$ cat config.mk
export PLATFORM = sky130hd
export DESIGN_NAME = mem_wb_stage_flat
export DESIGN_NICKNAME = d
export VERILOG_FILES = /design/src/rtl/mem_wb_stage_if.sv /design/src/rtl/mem_wb_stage.sv /design/src/flat_wrapper.sv
export SDC_FILE = /design/constraint.sdc
export NUM_CORES = 1
export LEC_CHECK = 0
export BUFFER_PORTS_ARGS = -buffer_cell sky130_fd_sc_hd__buf_4
export CAP_MARGIN = 20
export CELL_PAD_IN_SITES_DETAIL_PLACEMENT = 1
export CELL_PAD_IN_SITES_GLOBAL_PLACEMENT = 1
export CORE_MARGIN = 2
export CORE_UTILIZATION = 43
export DETAILED_ROUTE_END_ITERATION = 12
export PLACE_DENSITY_LB_ADDON = 0.12
export SETUP_SLACK_MARGIN = 0.02
export SLEW_MARGIN = 40
export SYNTH_ARGS = -nofsm -noshare
export SYNTH_HDL_FRONTEND = slang
export SYNTH_SLANG_ARGS = --single-unit
$ cat constraint.sdc
create_clock -name clk -period 6.6 [get_ports clk]
set_clock_uncertainty 0.2 [all_clocks]
set_input_delay 0.99 -clock clk [delete_from_list [all_inputs] [get_ports clk]]
set_output_delay 0.99 -clock clk [all_outputs]
set_load 0.01 [all_outputs]
$ cat src/rtl/mem_wb_stage_if.sv
// MEM -> WB handshake and payload bundle.
// master is the MEM/WB-facing driver side, slave is the stage.
interface mem_wb_stage_if #(
   parameter int DATA_W = 32,
   parameter int ADDR_W = 5
);
   logic              in_valid;
   logic              in_ready;
   logic              regWrite_in;
   logic              memtoReg_in;
   logic [DATA_W-1:0] dataRead_in;
   logic [DATA_W-1:0] aluRes_in;
   logic [ADDR_W-1:0] regWriteAddr_in;
   logic              flush;
   logic              out_valid;
   logic              out_ready;
   logic              regWrite_out;
   logic              memtoReg_out;
   logic [DATA_W-1:0] dataRead_out;
   logic [DATA_W-1:0] aluRes_out;
   logic [ADDR_W-1:0] regWriteAddr_out;
   logic [DATA_W-1:0] wbData_out;
   logic              fwd_en;

   modport master (
      output in_valid,
      output regWrite_in,
      output memtoReg_in,
      output dataRead_in,
      output aluRes_in,
      output regWriteAddr_in,
      output flush,
      output out_ready,
      input  in_ready,
      input  out_valid,
      input  regWrite_out,
      input  memtoReg_out,
      input  dataRead_out,
      input  aluRes_out,
      input  regWriteAddr_out,
      input  wbData_out,
      input  fwd_en
   );

   modport slave (
      input  in_valid,
      input  regWrite_in,
      input  memtoReg_in,
      input  dataRead_in,
      input  aluRes_in,
      input  regWriteAddr_in,
      input  flush,
      input  out_ready,
      output in_ready,
      output out_valid,
      output regWrite_out,
      output memtoReg_out,
      output dataRead_out,
      output aluRes_out,
      output regWriteAddr_out,
      output wbData_out,
      output fwd_en
   );
endinterface

$ cat src/rtl/mem_wb_stage.sv
// MEM/WB pipeline register with optional two-entry skid buffer.
// Head entry feeds WB; skid entry catches one beat under back-pressure.
module mem_wb_stage #(
   parameter int DATA_W = 32,
   parameter int ADDR_W = 5,
   parameter int SKID   = 1
) (
   input logic           clk,
   input logic           rst,
   mem_wb_stage_if.slave bus
);

   typedef struct packed {
      logic              regWrite;
      logic              memtoReg;
      logic [DATA_W-1:0] dataRead;
      logic [DATA_W-1:0] aluRes;
      logic [ADDR_W-1:0] addr;
   } entry_t;

   entry_t inEntry;
   entry_t head;
   entry_t skid;
   logic   headValid;
   logic   skidValid;
   logic   inReady;
   logic   xferIn;
   logic   xferOut;
   logic   regWriteOut;

   assign inEntry = '{
      regWrite: bus.regWrite_in,
      memtoReg: bus.memtoReg_in,
      dataRead: bus.dataRead_in,
      aluRes:   bus.aluRes_in,
      addr:     bus.regWriteAddr_in
   };

   // With a skid slot, ready only depends on a flop, so out_ready
   // never reaches in_ready combinationally.
   if (SKID != 0) begin : gSkidReady
      assign inReady = ~skidValid;
   end else begin : gFlowReady
      assign inReady = ~headValid | bus.out_ready;
   end

   assign xferIn  = bus.in_valid & inReady & ~bus.flush;
   assign xferOut = headValid & bus.out_ready;

   // Head/skid update: flush wins, then drain/refill, then capture.
   always_ff @(posedge clk or posedge rst) begin
      if (rst) begin
         head      <= '0;
         skid      <= '0;
         headValid <= 1'b0;
         skidValid <= 1'b0;
      end else if (bus.flush) begin
         headValid <= 1'b0;
         skidValid <= 1'b0;
      end else if (xferOut) begin
         if (skidValid) begin
            head      <= skid;
            skidValid <= 1'b0;
         end else if (xferIn) begin
            head <= inEntry;
         end else begin
            headValid <= 1'b0;
         end
      end else if (xferIn) begin
         if (!headValid) begin
            head      <= inEntry;
            headValid <= 1'b1;
         end else if (SKID != 0) begin
            skid      <= inEntry;
            skidValid <= 1'b1;
         end
      end
   end

   // $0 is hardwired zero, so it never counts as a write.
   assign regWriteOut = headValid & head.regWrite & (head.addr != '0);

   assign bus.in_ready         = inReady;
   assign bus.out_valid        = headValid;
   assign bus.regWrite_out     = regWriteOut;
   assign bus.memtoReg_out     = head.memtoReg;
   assign bus.dataRead_out     = head.dataRead;
   assign bus.aluRes_out       = head.aluRes;
   assign bus.regWriteAddr_out = head.addr;
   assign bus.wbData_out       = head.memtoReg ? head.dataRead
                                               : head.aluRes;
   assign bus.fwd_en           = headValid & regWriteOut;

endmodule

$ cat src/flat_wrapper.sv
// flat-port wrapper written by rule: the top's interface ports become plain ports
module mem_wb_stage_flat 
#(
   parameter int DATA_W = 32,
   parameter int ADDR_W = 5,
   parameter int SKID   = 1
)
  (clk, rst, bus_in_valid, bus_regWrite_in, bus_memtoReg_in, bus_dataRead_in, bus_aluRes_in, bus_regWriteAddr_in, bus_flush, bus_out_ready, bus_in_ready, bus_out_valid, bus_regWrite_out, bus_memtoReg_out, bus_dataRead_out, bus_aluRes_out, bus_regWriteAddr_out, bus_wbData_out, bus_fwd_en);
  mem_wb_stage_if #(.DATA_W(DATA_W), .ADDR_W(ADDR_W)) bus_i ();
  input logic clk;
  input logic rst;
  input wire logic [$bits(bus_i.in_valid)-1:0] bus_in_valid;
  input wire logic [$bits(bus_i.regWrite_in)-1:0] bus_regWrite_in;
  input wire logic [$bits(bus_i.memtoReg_in)-1:0] bus_memtoReg_in;
  input wire logic [$bits(bus_i.dataRead_in)-1:0] bus_dataRead_in;
  input wire logic [$bits(bus_i.aluRes_in)-1:0] bus_aluRes_in;
  input wire logic [$bits(bus_i.regWriteAddr_in)-1:0] bus_regWriteAddr_in;
  input wire logic [$bits(bus_i.flush)-1:0] bus_flush;
  input wire logic [$bits(bus_i.out_ready)-1:0] bus_out_ready;
  output wire logic [$bits(bus_i.in_ready)-1:0] bus_in_ready;
  output wire logic [$bits(bus_i.out_valid)-1:0] bus_out_valid;
  output wire logic [$bits(bus_i.regWrite_out)-1:0] bus_regWrite_out;
  output wire logic [$bits(bus_i.memtoReg_out)-1:0] bus_memtoReg_out;
  output wire logic [$bits(bus_i.dataRead_out)-1:0] bus_dataRead_out;
  output wire logic [$bits(bus_i.aluRes_out)-1:0] bus_aluRes_out;
  output wire logic [$bits(bus_i.regWriteAddr_out)-1:0] bus_regWriteAddr_out;
  output wire logic [$bits(bus_i.wbData_out)-1:0] bus_wbData_out;
  output wire logic [$bits(bus_i.fwd_en)-1:0] bus_fwd_en;
  assign bus_i.in_valid = bus_in_valid;
  assign bus_i.regWrite_in = bus_regWrite_in;
  assign bus_i.memtoReg_in = bus_memtoReg_in;
  assign bus_i.dataRead_in = bus_dataRead_in;
  assign bus_i.aluRes_in = bus_aluRes_in;
  assign bus_i.regWriteAddr_in = bus_regWriteAddr_in;
  assign bus_i.flush = bus_flush;
  assign bus_i.out_ready = bus_out_ready;
  assign bus_in_ready = bus_i.in_ready;
  assign bus_out_valid = bus_i.out_valid;
  assign bus_regWrite_out = bus_i.regWrite_out;
  assign bus_memtoReg_out = bus_i.memtoReg_out;
  assign bus_dataRead_out = bus_i.dataRead_out;
  assign bus_aluRes_out = bus_i.aluRes_out;
  assign bus_regWriteAddr_out = bus_i.regWriteAddr_out;
  assign bus_wbData_out = bus_i.wbData_out;
  assign bus_fwd_en = bus_i.fwd_en;
  mem_wb_stage #(.DATA_W(DATA_W), .ADDR_W(ADDR_W), .SKID(SKID)) u_core (.clk(clk), .rst(rst), .bus(bus_i));
endmodule
==> flow_metrics.tcl, run 1 <==
set metrics [dict create \
    status "finished, final reports clean" \
    tightest_slew_ps 768 \
    ant_nets 0 \
    postCtsSetupBuffers 0 \
    rows 47 \
    rr_startpoint "u_core.bus.out_valid" \
    detail_route.iter0.violations 122 \
    ys_warn_count 0 \
    fin_total_pwr_mw 2.98 \
    worst_hold_slack_ps 291 \
    reg2reg_depth 5 \
    vias_per_cell 5.07 \
    cp_max_fo 34 \
    worstPathArrival_ps 1770 \
    vias 4280 \
    dp_hpwl_mm 10.7 \
    num_io_pins 182 \
    clkTransAtPathRegs_ps 60 \
    tns_ps 0 \
    ff_latch_area_um2 3610 \
    fillers 1618 \
    final_nets 687 \
    place_inst 812 \
    die_h_um 134 \
    finalCoreUtilization_pct 53.4 \
    drc_errors 0 \
    post_cts_resized 0 \
    syn_inst 499 \
    detail_route.first_pass.iterations 4 \
    avgSynthCellArea_um2 14.5 \
    seq_area_frac_synth_pct 49.8 \
    instances_no_fill 844 \
    max_slew_margin_pct 48.8 \
    grt_pass1_wl_mm 25.9 \
    crit_path_start_kind "flop" \
    layout_commonest_cell "mux2_2" \
    hold_path_class "flop to flop" \
    crit_start "u_core.bus.memtoReg_out" \
    ys_ff_latch 144 \
    p_clk_share_pct 32.8 \
    fin_crit_sh_pct 44.9 \
    overflow 0 \
    portBuffers 181 \
    area_delta_synth_final_pct 22.0 \
    holdBufCountCts 0 \
    wl_mm 16.1 \
    synth_fp_nets 575 \
    leakage_nw 3.95 \
    gp_congestion 0.701 \
    ir_drop_v 0.000161 \
    required_ps 5410 \
    p_switching_uw 815 \
    criticalPathCategory "flop to primary output" \
    clock_path_buffers 2 \
    timing.final.ws_setup_ps 3640 \
    cts_tree "done" \
    power_density_nw_per_um2 338 \
    synth.distinct_cells 18 \
    r2r_slack_ps 3860 \
    core_area_um2 16500 \
    initial_core_util_pct 43.8 \
    synth_area_um2 7230 \
    slew_viol_final 0 \
    track_usage_pct 18.7 \
    drive_above_1_share_pct 73.4 \
    dpl_worst_slack_ps 3500 \
    maxCapViolations 0 \
    cp-endpoint "bus_wbData_out[20]" \
    period_minus_slack_ps 2960 \
    combPwrFrac_pct 24.7 \
    seq_power_share_pct 42.5 \
    clock-sinks 144 \
    final_cell_mix "mux2_2, buf_4, dfrtp_1" \
    antenna_cells 0 \
    hold_violations 0 \
    antenna_found_initial 0 \
    clock_latency_ps 410 \
    fin_area_um2 8820 \
    grt_pass1_vias 4776 \
    cts_root_buffer "clkbuf_16" \
    timing.rr.end "u_core.bus.aluRes_out[19]" \
    dpl-instance-area_um2 8220 \
    rsz0062_at_grt "no" \
    dieArea_um2 17900 \
    fmax_mhz 337 \
    grt_max_degree 75 \
    multi_input_area_um2 2890 \
    p_sw_share_pct 27.3 \
    numCtsBuffers 17 \
    p_int_mw 2.17 \
    worstSetupEndpointType "primary output" \
    setup-violations-final 0 \
    htreeDepth 4 \
    wl_per_cell_um 19.1 \
    die_w_um 134 \
]
[critical path, stage by stage, from the launching register on]
cell	delay, ps
dfrtp_4	780
mux2_2	420
buf_4	150
[power by group through the flow]
| stage | logic [mW] | clock network (mW) | registers (mW) |
|---|---|---|---|
| final | 0.738 | 0.978 | 1.27 |
| after global routing | 0.795 | 1.04 | 1.30 |
| after CTS | 0.754 | 1.00 | 1.27 |
| after detailed placement | 0.749 | 0 | 1.29 |
| after global placement | 0.723 | 0 | 1.27 |
| after floorplan | 0.566 | 0 | 1.20 |
[cells by family (layout without fill, tap and decap cells)]
family,count (synthesis),after routing,share of synthesized area [%]
flip-flops,144,144,49.8
AND/OR/NAND/NOR,5,5,0.796
AO/OA/AOI/OAI,7,7,0.952
multiplexers,245,245,38.2
buffers and inverters,98,223,10.3
[sequential cells by signal, summed over array words and instances (netlist names)]
signal                       count
u_core.bus.aluRes_out           32
u_core.bus.dataRead_out         32
u_core.bus.memtoReg_out          1
u_core.bus.out_valid             1
u_core.bus.regWriteAddr_out      5
u_core.head                      1
u_core.skid                     71
u_core.skidValid                 1
[worst min-delay path by stage]
stage               depth (start not counted)         endpoint  slack, ps             from
CTS                                         1  u_core.skid[12]        290  u_core.skid[12]
floorplan                                   1  u_core.skid[12]        250  u_core.skid[12]
global placement                            1  u_core.skid[51]        260  u_core.skid[51]
global route                                1  u_core.skid[12]        310  u_core.skid[12]
finish                                      1  u_core.skid[13]        290  u_core.skid[13]
detailed placement                          1  u_core.skid[12]        270  u_core.skid[12]
[cells in the mapped netlist]
cell type  number  share of area, %
nand2b_4        1              0.19
buf_6          14               2.2
clkbuf_1        4              0.21
a21oi_1         2              0.14
mux2_2        233                36
or3_1           1             0.087
dfrtp_1       144                50
o311a_1         2              0.28
a221oi_4        1              0.36
nor4b_4         1              0.33
a211oi_1        1              0.10
buf_2           8              0.55
mux2_1         12               1.9
nand2_1         1             0.052
nand3_2         1              0.14
inv_1           3              0.16
buf_4          69               7.2
o21ai_0         1             0.069
[layout make-up]
type	count	area share [%]
clock buffer	19	5.02
inverter	3	0.184
sequential	144	40.9
tap	220	3.12
timing repair buffer	188	16.2
clock inverter	13	1.86
multi-input combinational	257	32.8
[routing by layer]
metal | GRT usage, % | vias up | share of wire [%]
li1 | - | 1932 | -
met1 | 22.1 | 2217 | 41
met2 | 33.0 | 111 | 52
met3 | 5.10 | 20 | 5.1
met4 | 6.32 | 0 | 1.8
met5 | 0 | - | 0
Power figures use the tool's default switching activity.
==> run 2: changes to the inputs <==
==> constraint.sdc (replaced) <==
create_clock -name clk -period 3.1 [get_ports clk]
set_clock_uncertainty 0.2 [all_clocks]
set_input_delay 0.465 -clock clk [delete_from_list [all_inputs] [get_ports clk]]
set_output_delay 0.465 -clock clk [all_outputs]
set_load 0.01 [all_outputs]
==> run 2 against run 1 <==
Against the previous run:
- non-clock buffer count is 1 higher
- highest routed layer unchanged
- final cell count increased by 0.12%
- utilization up 0.41 points
- register-to-register slack got worse by 3000 ps
- global-route usage decreased by 0.39 points
- sequential share of layout area is 0.31 points lower
- cell area up 0.77%
- hold slack got worse by 210 ps
- first-iteration DRC count shrank 13%
==> flow_metrics.tcl, run 2 (synthesis gave the netlist of run 1 again) <==
set metrics [dict create \
    detail_route.first_pass.iterations 4 \
    clkTransAtPathRegs_ps 60 \
    vias 4251 \
    initial_core_util_pct 43.8 \
    finalCoreUtilization_pct 53.8 \
    post_cts_resized 0 \
    dieArea_um2 17900 \
    instances_no_fill 845 \
    ir_drop_v 0.000370 \
    min_from "bus_flush" \
    maxCapViolations 0 \
    antenna_found_initial 0 \
    antenna_cells 0 \
    num_io_pins 182 \
    detail_route.iter0.violations 106 \
    max_slew_margin_pct 57.0 \
    track_usage_pct 18.3 \
    fmax_mhz 414 \
    area_delta_synth_final_pct 23.0 \
    worstPathArrival_ps 1750 \
    die_w_um 134 \
    r2r_slack_ps 820 \
    dpl-instance-area_um2 8250 \
    clock_path_buffers 2 \
    tightest_slew_ps 645 \
    holdBufCountCts 1 \
    worstSetupEndpointType "primary output" \
    drc_errors 0 \
    reg2reg_depth 4 \
    die_h_um 134 \
    rows 47 \
    rsz0062_at_grt "no" \
    numCtsBuffers 17 \
    grt_pass1_wl_mm 25.4 \
    place_inst 812 \
    htreeDepth 4 \
    final_nets 688 \
    overflow 0 \
    postCtsSetupBuffers 0 \
    vias_per_cell 5.03 \
    portBuffers 181 \
    period_minus_slack_ps 2420 \
    clock-sinks 144 \
    power_density_nw_per_um2 723 \
    wl_mm 15.7 \
    crit_path_start_kind "flop" \
    cp_max_fo 34 \
    drive_above_1_share_pct 73.3 \
    rr_startpoint "u_core.bus.out_valid" \
    timing.rr.end "u_core.bus.aluRes_out[28]" \
    layout_commonest_cell "mux2_2" \
    final_cell_mix "mux2_2, buf_4, dfrtp_1" \
    wl_per_cell_um 18.6 \
    slew_viol_final 0 \
    leakage_nw 3.98 \
    status "finished, final reports clean" \
    top_register "u_core.skid" \
    fin_area_um2 8890 \
    hold_end "u_core.bus.out_valid" \
    setup-violations-final 0 \
    fin_total_pwr_mw 6.43 \
    criticalPathCategory "flop to primary output" \
    gp_congestion 0.697 \
    fin_crit_sh_pct 78.0 \
    cts_root_buffer "clkbuf_16" \
    grt_pass1_vias 4665 \
    largest_register_ffs 71 \
    crit_start "u_core.bus.memtoReg_out" \
    hold_violations 0 \
    tns_ps 0 \
    hold_depth 2 \
    clock_latency_ps 420 \
    ant_nets 0 \
    dp_hpwl_mm 10.5 \
    grt_max_degree 115 \
    fillers 1633 \
    required_ps 2430 \
    hold_path_class "primary input to flop" \
    cts_tree "done" \
    core_area_um2 16500 \
]
run 2: cell types whose count changed in the layout (fill, tap and decap cells not counted), sizes merged:
cell and change:
bufinv +1, clkinv +1, clkinvlp -1, dlygate4sd3 +1
inv -1
run 2: area by class of cell:
class                      instances  area [um^2]  share of cell area (%)
clock buffer                      19          443                    4.98
clock inverter                    13          188                    2.11
inverter                           3         15.0                   0.169
multi-input combinational        257         2890                    32.5
sequential                       144         3610                    40.6
tap                              220          275                    3.10
timing repair buffer             189         1470                    16.5
run 2: power by group:
group	switching, mW	internal, mW
clock network	0.800	1.37
registers	0.356	2.34
logic	0.573	0.991
run 2: metrics by stage:
stage          hold slack [ps]  setup slack, ps
2_1_floorplan              254              630
3_3_place_gp               160              866
3_5_place_dp               168              809
4_1_cts                   62.9              621
5_1_grt                   63.5              601
6_report                  78.7              683
run 2: worst max path at each step:
| stage | endpoint | slack, ps | depth (start not counted) |
|---|---|---|---|
| floorplan | u_core.bus.aluRes_out[0] | 630 | 1 |
| global placement | u_core.bus.aluRes_out[28] | 870 | 4 |
| detailed placement | u_core.bus.aluRes_out[28] | 810 | 4 |
| CTS | bus_wbData_out[25] | 620 | 2 |
| global route | bus_wbData_out[10] | 600 | 2 |
| finish | bus_wbData_out[15] | 680 | 2 |
run 2: critical path: stages, from the launching register on:
cell and delay, ps:
dfrtp_4 780, mux2_2 400, buf_4 140
run 2: per-layer routing:
metal	vias to the layer above	share of wire, %	track usage, %
li1	1930	-	-
met3	14	5.0	4.91
met1	2189	45	23.7
met4	0	1.0	5.32
met2	118	49	30.4
met5	-	0	0
==> run 3: changes to the inputs <==
==> constraint.sdc (replaced) <==
create_clock -name clk -period 2.25 [get_ports clk]
set_clock_uncertainty 0.2 [all_clocks]
set_input_delay 0.3375 -clock clk [delete_from_list [all_inputs] [get_ports clk]]
set_output_delay 0.3375 -clock clk [all_outputs]
set_load 0.01 [all_outputs]
==> run 3 against run 2 <==
Against the previous run:
- clock-buffer cell count down 1
- routed wire length up 8.9%
- sequential power up 36%
- utilization up 5.0 points
- register-to-register slack worse by 650 ps
- flip-flop and latch count unchanged
- total power up 38%
- critical path type unchanged
==> flow_metrics.tcl, run 3 (synthesis gave the netlist of run 1 again) <==
set metrics [dict create \
    fin_area_um2 9720 \
    ir_drop_v 0.000543 \
    grt_max_degree 117 \
    tightest_slew_ps 667 \
    detail_route.first_pass.iterations 3 \
    hold_violations 0 \
    rows 47 \
    vias_per_cell 4.91 \
    clkTransAtPathRegs_ps 60 \
    required_ps 1710 \
    antenna_cells 0 \
    top_register "u_core.skid" \
    portBuffers 181 \
    top_usage_layer "met2" \
    die_w_um 134 \
    rr_startpoint "u_core.skidValid" \
    layout_commonest_cell "mux2_2" \
    wl_per_cell_um 18.4 \
    worst_hold_slack_ps 56.5 \
    numCtsBuffers 17 \
    gp_congestion 0.729 \
    vias 4554 \
    drive_above_1_share_pct 66.4 \
    setup-violations-final 0 \
    clock_path_buffers 2 \
    crit_path_start_kind "flop" \
    dpl_worst_slack_ps 187 \
    rsz0062_at_grt "yes" \
    fmax_mhz 455 \
    crit_start "u_core.bus.regWriteAddr_out[1]" \
    grt_pass1_vias 5267 \
    tns_ps 0 \
    final_nets 771 \
    wl_mm 17.1 \
    grt_use_met3_pct 4.64 \
    htreeDepth 4 \
    dpl-instance-area_um2 8350 \
    cp-endpoint "bus_regWrite_out" \
    p_clk_share_pct 31.8 \
    clock-sinks 144 \
    p_int_mw 6.40 \
    slowest_delay_ps 410 \
    min_from "bus_in_valid" \
    instances_no_fill 928 \
    max_slew_margin_pct 55.6 \
    grt_pass1_wl_mm 28.2 \
    clock_latency_ps 420 \
    num_io_pins 182 \
    overflow 0 \
    final_cell_mix "mux2_2, buf_4, dfrtp_1" \
    largest_register_ffs 71 \
    cts_tree "done" \
    track_usage_pct 20.2 \
    core_area_um2 16500 \
    seq_power_share_pct 41.1 \
    hold_path_class "primary input to flop" \
    combPwrFrac_pct 27.1 \
    cts_root_buffer "clkbuf_16" \
    die_h_um 134 \
    detail_route.iter0.violations 130 \
    criticalPathCategory "flop to primary output" \
    maxCapViolations 0 \
    dp_hpwl_mm 10.7 \
    p_switching_mw 2.49 \
    drc_errors 0 \
    grt.met1_usage_pct 26.3 \
    initial_core_util_pct 43.8 \
    status "finished, final reports clean" \
    hold_depth 3 \
    grt_use_met2_pct 33.8 \
    period_minus_slack_ps 2200 \
    slew_viol_final 0 \
    worstPathCellList "or3_4 > o311a_1 > buf_4" \
    leakage_nw 4.34 \
    worstSetupEndpointType "primary output" \
    ant_nets 0 \
    timing.rr.end "u_core.skid[56]" \
    area_delta_synth_final_pct 34.4 \
    dieArea_um2 17900 \
    reg2reg_depth 4 \
    power_density_nw_per_um2 915 \
    place_inst 819 \
    p_sw_share_pct 28.0 \
    fin_crit_sh_pct 97.6 \
    crit_slowest_cell "dfrtp_1" \
    cp_max_fo 3 \
    timing.final.ws_setup_ps 53.8 \
    r2r_slack_ps 170 \
    worstPathArrival_ps 1660 \
    antenna_found_initial 0 \
]
==> run 3: routing by layer <==
metal  share of wire [%]  routed length, um
met5                   0                  0
met3                 3.7                627
met4                 1.5                252
met1                  45               7680
met2                  50               8520
==> run 3: critical path, delay by kind of cell (launching register included) <==
kind	cells	cell delay (ps)
AND/OR/NAND/NOR	1	380
AO/OA/AOI/OAI	1	300
buffers and inverters	1	150
flip-flops	1	410
==> run 3: worst min path at each step <==
stage                                       to  slack (ps)
after CTS                 u_core.bus.out_valid          40
final                     u_core.bus.out_valid          60
after global routing      u_core.bus.out_valid          60
after global placement         u_core.skid[13]         260
after detailed placement       u_core.skid[16]         270
after floorplan           u_core.bus.out_valid         200
==> run 3: cell type report <==
class                   instances  area, um^2
fillers                      1590        6800
flip-flops and latches        144        3600
multi-input cells             257        2900
repair buffers                272        2330
clock buffers                  18         439
well taps                     220         275
clock inverters                14         158
inverters                       3        15.0
==> run 3: power by group through the flow <==
| stage | clock (mW) | sequential, mW | combinational (mW) |
|---|---|---|---|
| 6_report | 2.83 | 3.66 | 2.41 |
| 5_1_grt | 3.01 | 3.77 | 2.60 |
| 4_1_cts | 2.90 | 3.66 | 2.42 |
| 3_5_place_dp | 0 | 3.70 | 2.29 |
| 3_3_place_gp | 0 | 3.65 | 2.22 |
| 2_1_floorplan | 0 | 3.53 | 1.66 |
==> run 3: what timing repair did <==
action                                  CTS  global route
hold endpoints to repair                217             0
gates resized for setup                   1             1
pin swaps                                 0             0
setup buffers                             1             2
endpoints found under the setup margin    6             2
hold buffers                             74             0
==> run 3: per-stage QoR <==
step	total power [mW]	util (%)
5_1_grt	9.38	58.8
4_1_cts	8.98	58.7
2_1_floorplan	5.19	-
3_5_place_dp	5.99	50.5
6_report	8.89	58.8
3_3_place_gp	5.88	50.5
